### src/rtl/seg_pkg.sv
// Shared types and constants for the multiplexed 7-segment scan controller.
// Holds the scan FSM states, CTRL bit positions and the hex glyph table.
package seg_pkg;

  typedef enum logic [1:0] {
    ST_IDLE  = 2'd0,
    ST_SHOW  = 2'd1,
    ST_BLANK = 2'd2
  } state_e;

  localparam int CTRL_EN  = 0;
  localparam int CTRL_HEX = 1;

  // Entry n is the a..g pattern for nibble n; bit 7 (dp) is always clear here.
  localparam logic [15:0][7:0] GLYPH = {
    8'h71, 8'h79, 8'h5E, 8'h39, 8'h7C, 8'h77, 8'h6F, 8'h7F,
    8'h07, 8'h7D, 8'h6D, 8'h66, 8'h4F, 8'h5B, 8'h06, 8'h3F
  };

endpackage

### src/rtl/seg_hex_decode.sv
// Nibble-to-glyph decoder: 4-bit value plus decimal point in, 8-bit segment pattern out.
module seg_hex_decode
  import seg_pkg::*;
(
  input  logic [3:0] nib,
  input  logic       dp,
  output logic [7:0] seg
);

  assign seg = {dp, GLYPH[nib][6:0]};

endmodule

### src/rtl/seg_scan_ctrl.sv
// Memory-mapped multiplexed 7-segment scan controller with blank interval between digits.
// Optional digit blinking is built when SEG_BLINK_EN is defined.
module seg_scan_ctrl
  import seg_pkg::*;
#(
  parameter  int DIGITS     = 8,
  parameter  int SCAN_DIV   = 65536,
  parameter  int BLANK_CYC  = 1024,
  parameter  int BLINK_LOG2 = 25,
  localparam int AW         = $clog2(DIGITS / 4 + 2)
) (
  input  logic              clk,
  input  logic              rst,
  input  logic              we,
  input  logic [AW-1:0]     addr,
  input  logic [3:0]        be,
  input  logic [31:0]       din,
  output logic [31:0]       dout,
  output logic [7:0]        seg,
  output logic [DIGITS-1:0] select
);

  localparam int NW   = DIGITS / 4;
  localparam int DW   = $clog2(DIGITS);
  localparam int CMAX = (SCAN_DIV > BLANK_CYC) ? SCAN_DIV : BLANK_CYC;
  localparam int CW   = $clog2(CMAX);

  logic [DIGITS*8-1:0] data_q;
  logic                en_q;
  logic                hex_q;
  state_e              state_q;
  logic [CW-1:0]       cnt_q;
  logic [DW-1:0]       dig_q;
  logic [7:0]          seg_q;
  logic [DIGITS-1:0]   sel_q;

  logic [DW-1:0]       nxt_dig;
  logic [7:0]          nxt_byte;
  logic [7:0]          hex_seg;
  logic [7:0]          show_seg;
  logic                blink_now;

`ifdef SEG_BLINK_EN
  logic [DIGITS-1:0]   blink_q;
  logic [BLINK_LOG2:0] blink_cnt_q;

  always_ff @(posedge clk) begin
    if (rst) blink_cnt_q <= '0;
    else     blink_cnt_q <= blink_cnt_q + 1'b1;
  end

  // Blink phase is taken at SHOW entry, so a lit digit never flickers mid-slot.
  assign blink_now = blink_cnt_q[BLINK_LOG2] & blink_q[nxt_dig];
`else
  // No blink counter in this build; the parameter only keeps the interface uniform.
  assign blink_now = (BLINK_LOG2 < 0);
`endif

  function automatic logic [DIGITS-1:0] dig_sel(input logic [DW-1:0] d);
    dig_sel = DIGITS'(1) << (DW'(DIGITS - 1) - d);
  endfunction

  // Register file: DATA words, CTRL, and BLINK when blinking is built.
  always_ff @(posedge clk) begin
    if (rst) begin
      data_q <= '0;
      en_q   <= 1'b0;
      hex_q  <= 1'b0;
`ifdef SEG_BLINK_EN
      blink_q <= '0;
`endif
    end else if (we) begin
      for (int w = 0; w < NW; w++) begin
        if (int'(addr) == w) begin
          for (int k = 0; k < 4; k++) begin
            if (be[k]) data_q[w*32 + k*8 +: 8] <= din[k*8 +: 8];
          end
        end
      end
      if (int'(addr) == NW && be[0]) begin
        en_q  <= din[CTRL_EN];
        hex_q <= din[CTRL_HEX];
      end
`ifdef SEG_BLINK_EN
      if (int'(addr) == NW + 1) begin
        for (int i = 0; i < DIGITS; i++) begin
          if (be[i/8]) blink_q[i] <= din[i];
        end
      end
`endif
    end
  end

  always_comb begin
    dout = '0;
    if (int'(addr) < NW)       dout = data_q[int'(addr)*32 +: 32];
    else if (int'(addr) == NW) dout = {30'd0, hex_q, en_q};
`ifdef SEG_BLINK_EN
    else if (int'(addr) == NW + 1) dout = 32'(blink_q);
`endif
  end

  always_comb begin
    nxt_dig = '0;
    if (state_q != ST_IDLE && dig_q != DW'(DIGITS - 1)) nxt_dig = dig_q + 1'b1;
  end

  assign nxt_byte = data_q[nxt_dig*8 +: 8];

  seg_hex_decode u_dec (
    .nib (nxt_byte[3:0]),
    .dp  (nxt_byte[7]),
    .seg (hex_seg)
  );

  assign show_seg = blink_now ? 8'h00 : (hex_q ? hex_seg : nxt_byte);

  // Scan FSM: outputs are registered and only load at SHOW entry.
  always_ff @(posedge clk) begin
    if (rst || !en_q) begin
      state_q <= ST_IDLE;
      cnt_q   <= '0;
      dig_q   <= '0;
      seg_q   <= '0;
      sel_q   <= '0;
    end else begin
      case (state_q)
        ST_IDLE: begin
          state_q <= ST_SHOW;
          cnt_q   <= '0;
          dig_q   <= nxt_dig;
          seg_q   <= show_seg;
          sel_q   <= dig_sel(nxt_dig);
        end
        ST_SHOW: begin
          if (cnt_q == CW'(SCAN_DIV - 1)) begin
            state_q <= ST_BLANK;
            cnt_q   <= '0;
            seg_q   <= '0;
            sel_q   <= '0;
          end else begin
            cnt_q <= cnt_q + 1'b1;
          end
        end
        ST_BLANK: begin
          if (cnt_q == CW'(BLANK_CYC - 1)) begin
            state_q <= ST_SHOW;
            cnt_q   <= '0;
            dig_q   <= nxt_dig;
            seg_q   <= show_seg;
            sel_q   <= dig_sel(nxt_dig);
          end else begin
            cnt_q <= cnt_q + 1'b1;
          end
        end
        default: state_q <= ST_IDLE;
      endcase
    end
  end

  assign seg    = seg_q;
  assign select = sel_q;

endmodule

### config.mk
export PLATFORM = sky130hd
export DESIGN_NAME = seg_scan_ctrl
export DESIGN_NICKNAME = d
export VERILOG_FILES = /design/src/rtl/seg_pkg.sv /design/src/rtl/seg_hex_decode.sv /design/src/rtl/seg_scan_ctrl.sv
export SDC_FILE = /design/constraint.sdc
export NUM_CORES = 1
export LEC_CHECK = 0
export BUFFER_PORTS_ARGS = -buffer_cell sky130_fd_sc_hd__buf_2
export CAP_MARGIN = 20
export CORE_AREA = 2 2 103 105
export CTS_BUF_LIST = sky130_fd_sc_hd__clkbuf_4 sky130_fd_sc_hd__clkbuf_8
export DETAILED_ROUTE_END_ITERATION = 8
export DIE_AREA = 0 0 105 107
export PLACE_DENSITY = 0.78
export SETUP_SLACK_MARGIN = 0.15
export SLEW_MARGIN = 40
export SYNTH_ARGS = -nofsm -noshare
export SYNTH_HDL_FRONTEND = slang
export SYNTH_SLANG_ARGS = --single-unit
### constraint.sdc
create_clock -name clk -period 4 [get_ports clk]
set_input_delay 0.8 -clock clk [delete_from_list [all_inputs] [get_ports clk]]
set_output_delay 0.8 -clock clk [all_outputs]
set_load 0.01 [all_outputs]
==> impl_metrics.tcl, run 1 <==
set metrics [dict create \
    status "completed" \
    worstSetupEndpointType "flop" \
    cp_num_buf_inv 3 \
    grt.overflow.total 0 \
    synth_top_flop_cell "dfxtp_1" \
    nFillCells 969 \
    synthCells 703 \
    ios 89 \
    pwr-share-comb 0.075 \
    ys_seq_area_frac 0.379 \
    hold_depth 2 \
    worstSkewPairLatency_ns 0.37 \
    vias 5347 \
    clock-sinks 103 \
    tightest_slew_ns 0.806 \
    first_pass_iters 9 \
    post_cts_buffers 0 \
    core_um2 10100 \
    p_per_area_nw_per_um2 298 \
    endpoint "seg[1]" \
    ctsResizeCount 0 \
    required_ns 4.28 \
    row_count 37 \
    antenna_found_initial 0 \
    ir_worst_vdd_mv 0.205 \
    routed_wl_um 15000 \
    maxCapViolCount 0 \
    antennaDiodeCount 0 \
    crit_family "compound AO/OA/AOI/OAI gates" \
    drt_iter0_drc 528 \
    grt_pass1_wl_um 24200 \
    post-route-period-util 0.780 \
    clk_path_buf_depth 2 \
    switching_share 0.264 \
    die_area_um2 11200 \
    setup_viol 0 \
    worstSetupStartpoint "state_q[0]" \
    setup_ws_ns 0.881 \
    grt_use_total 0.267 \
    clock_power_share 0.356 \
    crit_path_start_kind "flop" \
    cts_max_level 3 \
    seqCellArea_um2 2060 \
    drc 0 \
    antenna_left 0 \
    hp-class "flop to flop" \
    dieWidth_um 105 \
    cp.arrival_ns 3.40 \
    final_layout_size_suffix_gt1_frac 0.178 \
    synthesis.nets 755 \
    slew_headroom 0.463 \
    syn_area_um2 5440 \
    cts_buffers 9 \
    dpl.hpwl_um 11100 \
    critPathKind "flop to flop" \
    tns_ns 0 \
    synth_seq_cells 103 \
    rsz0062_at_grt "false" \
    yosys_warnings 0 \
    p_int_mw 1.36 \
    clockRootBuffer "clkbuf_8" \
    maxSlewViolCount 0 \
    leakagePower_nw 2.37 \
    seqPwrFrac 0.569 \
    r2r_end "seg[1]" \
    path_depth 12 \
    multiInputGateArea_um2 3230 \
    grt_max_degree 68 \
    finClkSkew_ns 0.0102 \
    wl_per_cell_um 16.3 \
    timing.fmax_mhz 321 \
    slowest_delay_ns 0.46 \
    avgSynthCellArea_um2 7.73 \
    crit_path_top_delay_cell "nor2_1" \
    fin_crit_ns 3.12 \
    p_sw_mw 0.490 \
    clk_pin_slew_ns 0.11 \
    viasPerCell 5.83 \
    nets 828 \
    critical_path_peak_fanout 11 \
    reg2reg_slack_ns 0.88 \
    holdBufCountCts 0 \
    synth_enable_flop_cells 0 \
    post-place-ws_ns 0.997 \
    first_global_vias 4879 \
    chipHeight_um 107 \
    r2r_cells 12 \
    hold_viol 0 \
    cts_tree "done" \
    worstPathCellList "inv_1, ha_1, nor2_1, o21ai_0, a32oi_1, buf_4, inv_1, ha_1, nand2b_1, o32ai_1, a31oi_1, a22o_1" \
    r2r_start "state_q[0]" \
    areaGrowthSynthToFinish_pct 14.3 \
    synth_cell_type_count 61 \
    io_buffers 88 \
    synthArstFlopShare 0 \
    place.gp.congestion 0.936 \
    initial_utilization 0.539 \
]
-- worst min-delay path: stages, from the launching register on --
cell	delay, ns
dfxtp_1	0.32
nand2_1	0.05
a21oi_1	0.05
-- cell usage after synthesis, drive strengths merged (11+ instances only) --
cell type,instances,area (um2)
a21oi,85,425
a31oi,13,81.3
buf,12,56.3
clkbuf,23,86.3
dfxtp,103,2060
ha,11,138
mux2i,42,420
nand2,176,661
nand3,28,140
nor2,56,210
o21ai,27,135
-- per-stage QoR --
stage / instance area (um2) / total power, mW / hold slack [ns] / util / std cells
detailed placement: 6010 / 1.21 / 0.443 / 0.596 / 901
CTS: 6210 / 1.86 / 0.461 / 0.615 / 917
global route: 6210 / 1.92 / 0.489 / 0.615 / 917
finish: 6210 / 1.85 / 0.460 / 0.615 / 917
floorplan: 5440 / 1.16 / 0.443 / - / 703
global placement: 5980 / 1.21 / 0.438 / 0.592 / 901
-- state kept, by name, indices dropped and copies added (netlist names) --
name and cells:
hex_q 1, en_q 1, seg 8, cnt_q 16, dig_q 3, state_q 2
select 8, data_q 64
-- per-layer routing --
layer / global-route usage / vias up / wire, um
met3: 0.0462 / 40 / 1000
met5: 0 / - / 0
li1: - / 2626 / -
met4: 0.111 / 0 / 500
met1: 0.349 / 2451 / 6440
met2: 0.437 / 230 / 7020
-- worst min-delay path by stage --
stage,startpoint,end,slack (ns)
after floorplan,data_q[19],data_q[19],0.44
after CTS,select[7],select[7],0.46
final,select[7],select[7],0.46
after global routing,seg[5],seg[5],0.49
after detailed placement,seg[3],seg[3],0.44
after global placement,select[6],select[6],0.44
-- logic make-up (layout without fill, tap and decap cells) --
kind of cell             after synthesis  in the layout  synth area share
AND/OR/NAND/NOR                      318            318             0.263
flip-flops                           103            103             0.379
adder cells (fa/ha/maj)               11             11            0.0253
multiplexers                          52             52            0.0981
buffers and inverters                 45            123            0.0331
XOR/XNOR                               3              3           0.00484
AO/OA/AOI/OAI                        171            171             0.196
-- layout by cell type, fill, tap and decap left out, types with 7 or more instances in the layout --
master | synthesis | routed
nand2_1 | 176 | 176
dfxtp_1 | 103 | 103
buf_2 | 9 | 88
a21oi_1 | 85 | 85
nor2_1 | 56 | 56
mux2i_1 | 42 | 42
nand3_1 | 28 | 28
o21ai_0 | 25 | 25
a31oi_1 | 13 | 13
ha_1 | 11 | 11
clkbuf_8 | 0 | 11
mux2_2 | 10 | 10
inv_1 | 9 | 9
buf_4 | 0 | 9
nand2b_1 | 8 | 8
nor2b_1 | 7 | 7
-- power groups by stage --
stage          clock network [mW]  logic (mW)  registers, mW
2_1_floorplan                   0      0.0848           1.07
3_3_place_gp                    0       0.132           1.08
3_5_place_dp                    0       0.137           1.08
4_1_cts                     0.669       0.137           1.05
5_1_grt                     0.713       0.153           1.06
6_report                    0.660       0.139           1.05
-- area by class of cell --
| class | count | share of cell area |
|---|---|---|
| multi-input combinational | 555 | 0.521 |
| sequential | 103 | 0.332 |
| timing repair buffer | 97 | 0.0818 |
| tap | 136 | 0.0274 |
| clock buffer | 11 | 0.0244 |
| clock inverter | 5 | 0.00786 |
| inverter | 10 | 0.00604 |
(Power assumes the default switching activity.)
==> run 2, diff against run 1 <==
--- a/config.mk
+++ b/config.mk
@@ -7,10 +7,10 @@
 export LEC_CHECK = 0
 export BUFFER_PORTS_ARGS = -buffer_cell sky130_fd_sc_hd__buf_2
 export CAP_MARGIN = 20
-export CORE_AREA = 2 2 103 105
+export CORE_AREA = 2 2 105 107
 export CTS_BUF_LIST = sky130_fd_sc_hd__clkbuf_4 sky130_fd_sc_hd__clkbuf_8
 export DETAILED_ROUTE_END_ITERATION = 8
-export DIE_AREA = 0 0 105 107
+export DIE_AREA = 0 0 107 109
 export PLACE_DENSITY = 0.78
 export SETUP_SLACK_MARGIN = 0.15
 export SLEW_MARGIN = 40
==> constraint.sdc (replaced) <==
create_clock -name clk -period 2.85 [get_ports clk]
set_input_delay 0.57 -clock clk [delete_from_list [all_inputs] [get_ports clk]]
set_output_delay 0.57 -clock clk [all_outputs]
set_load 0.01 [all_outputs]
==> impl_metrics.tcl, run 2 (same netlist as run 1, synthesis figures left out) <==
set metrics [dict create \
    post-route-period-util 0.925 \
    tns_ns 0 \
    cts_max_level 3 \
    fin_crit_ns 2.63 \
    wl_per_cell_um 17.6 \
    crit_path_start_kind "flop" \
    maxCapViolCount 0 \
    routed_wl_um 16600 \
    grt.overflow.total 0 \
    hp-class "primary input to flop" \
    final_layout_size_suffix_gt1_frac 0.223 \
    ir_worst_vdd_mv 0.256 \
    pwr-share-comb 0.076 \
    tightest_slew_ns 0.813 \
    p_int_mw 2.07 \
    final_util 0.617 \
    regMostFlops "data_q" \
    io_buffers 88 \
    required_ns 3.14 \
    dieWidth_um 107 \
    grt_use_total 0.287 \
    timing.fmax_mhz 380 \
    final_common_cell "nand2_1" \
    switching_share 0.240 \
    reg.largest.list "data_q (64), cnt_q (16)" \
    seqPwrFrac 0.544 \
    clockRootBuffer "clkbuf_8" \
    p_per_area_nw_per_um2 416 \
    holdBufCountCts 0 \
    antenna_found_initial 0 \
    setup_viol 0 \
    clock-sinks 103 \
    cts_buffers 9 \
    cp.arrival_ns 2.92 \
    initial_utilization 0.513 \
    maxSlewViolCount 0 \
    worstSkewPairLatency_ns 0.40 \
    core_um2 10600 \
    ios 89 \
    areaGrowthSynthToFinish_pct 20.4 \
    first_pass_iters 5 \
    p_sw_mw 0.653 \
    worstSetupEndpointType "flop" \
    critical_path_peak_fanout 5 \
    antenna_left 0 \
    finClkSkew_ns 0.0109 \
    fin_cells 942 \
    nets 850 \
    viasPerCell 5.92 \
    largest_reg_flops 64 \
    clock_power_share 0.380 \
    place.gp.congestion 0.935 \
    cts_tree "done" \
    row_count 38 \
    clk_path_buf_depth 2 \
    rsz0062_at_grt "true" \
    leakagePower_nw 2.51 \
    dpl.hpwl_um 12300 \
    die_area_um2 11700 \
    chipHeight_um 109 \
    first_global_vias 5126 \
    vias 5577 \
    slew_headroom 0.457 \
    status "completed" \
    grt_pass1_wl_um 26000 \
    drc 0 \
    critPathKind "flop to flop" \
    drt_iter0_drc 452 \
    layout_common_cells "176 x nand2_1, 99 x dfxtp_1, 88 x buf_2, 85 x a21oi_1, 55 x nor2_1" \
    dpl.cell_count 926 \
    hold_viol 0 \
    clk_pin_slew_ns 0.10 \
    grt_max_degree 68 \
    nFillCells 953 \
    antennaDiodeCount 0 \
]
## run 2: cell count changes in the layout (fill, tap and decap cells not counted), moves of 3 or more
| cell | change |
|---|---|
| ha_1 | -4 |
| dfxtp_2 | +4 |
| dfxtp_1 | -4 |
| buf_4 | +21 |
| nor3_2 | -3 |
| nor3_1 | +3 |
| clkinv_4 | -3 |
| ha_4 | +3 |
## run 2: cell type report
| cell class | instances | area (um2) | area share |
|---|---|---|---|
| Clock buffer | 12 | 153 | 0.0233 |
| Multi-Input combinational cell | 555 | 3370 | 0.515 |
| Tap cell | 140 | 175 | 0.0268 |
| Sequential cell | 103 | 2070 | 0.316 |
| Clock inverter | 3 | 67.6 | 0.0103 |
| Inverter | 10 | 37.5 | 0.00574 |
| Timing Repair Buffer | 119 | 677 | 0.103 |
## run 2: worst max-delay path, cell delays in order, from the launching register on
cell and delay [ns]:
dfxtp_2 0.35, ha_4 0.16, ha_4 0.26, or3b_4 0.43
a221oi_4 0.21, a32oi_2 0.10, inv_2 0.11, ha_4 0.20
nand2b_4 0.13, o32ai_2 0.27, a31oi_1 0.06, a22o_1 0.23
## run 2: layer usage
metal  vias up  share of wire  GRT usage  wire [um]
met5         -              0          0          0
met2       243           0.50      0.488       8230
met1      2627           0.42      0.364       6880
met4         0          0.028      0.114        466
met3        41          0.060     0.0490        996
li1       2666              -          -          -
## run 2: timing repair
item                                   in CTS  in global routing
endpoints found under the hold margin       0                  0
gates resized for setup                     6                 26
pin swaps                                   0                  4
setup endpoints to repair                   4                  6
buffers inserted                            0                  1
## run 2: power groups by stage
stage	Sequential, mW	Combinational [mW]	Clock [mW]
global placement	1.51	0.194	0
CTS	1.48	0.200	1.06
global route	1.48	0.225	1.11
detailed placement	1.51	0.199	0
floorplan	1.50	0.119	0
finish	1.48	0.207	1.04
## run 2: worst paths after layout
check,start,to,slack [ns],cells after the start
max,dig_q[0],seg[1],0.22,11
min,din[16],data_q[48],0.41,3
max reg2reg,dig_q[0],seg[1],0.22,11
min reg2reg,select[3],select[3],0.45,2
## run 2: per-stage QoR
step	power [mW]	cell area [um2]	setup WS [ns]	hold slack (ns)
floorplan	1.62	5450	0.152	0.443
global placement	1.71	6150	0.131	0.434
detailed placement	1.71	6160	0.107	0.444
CTS	2.74	6400	0.159	0.396
global route	2.82	6550	0.107	0.409
finish	2.72	6550	0.215	0.408
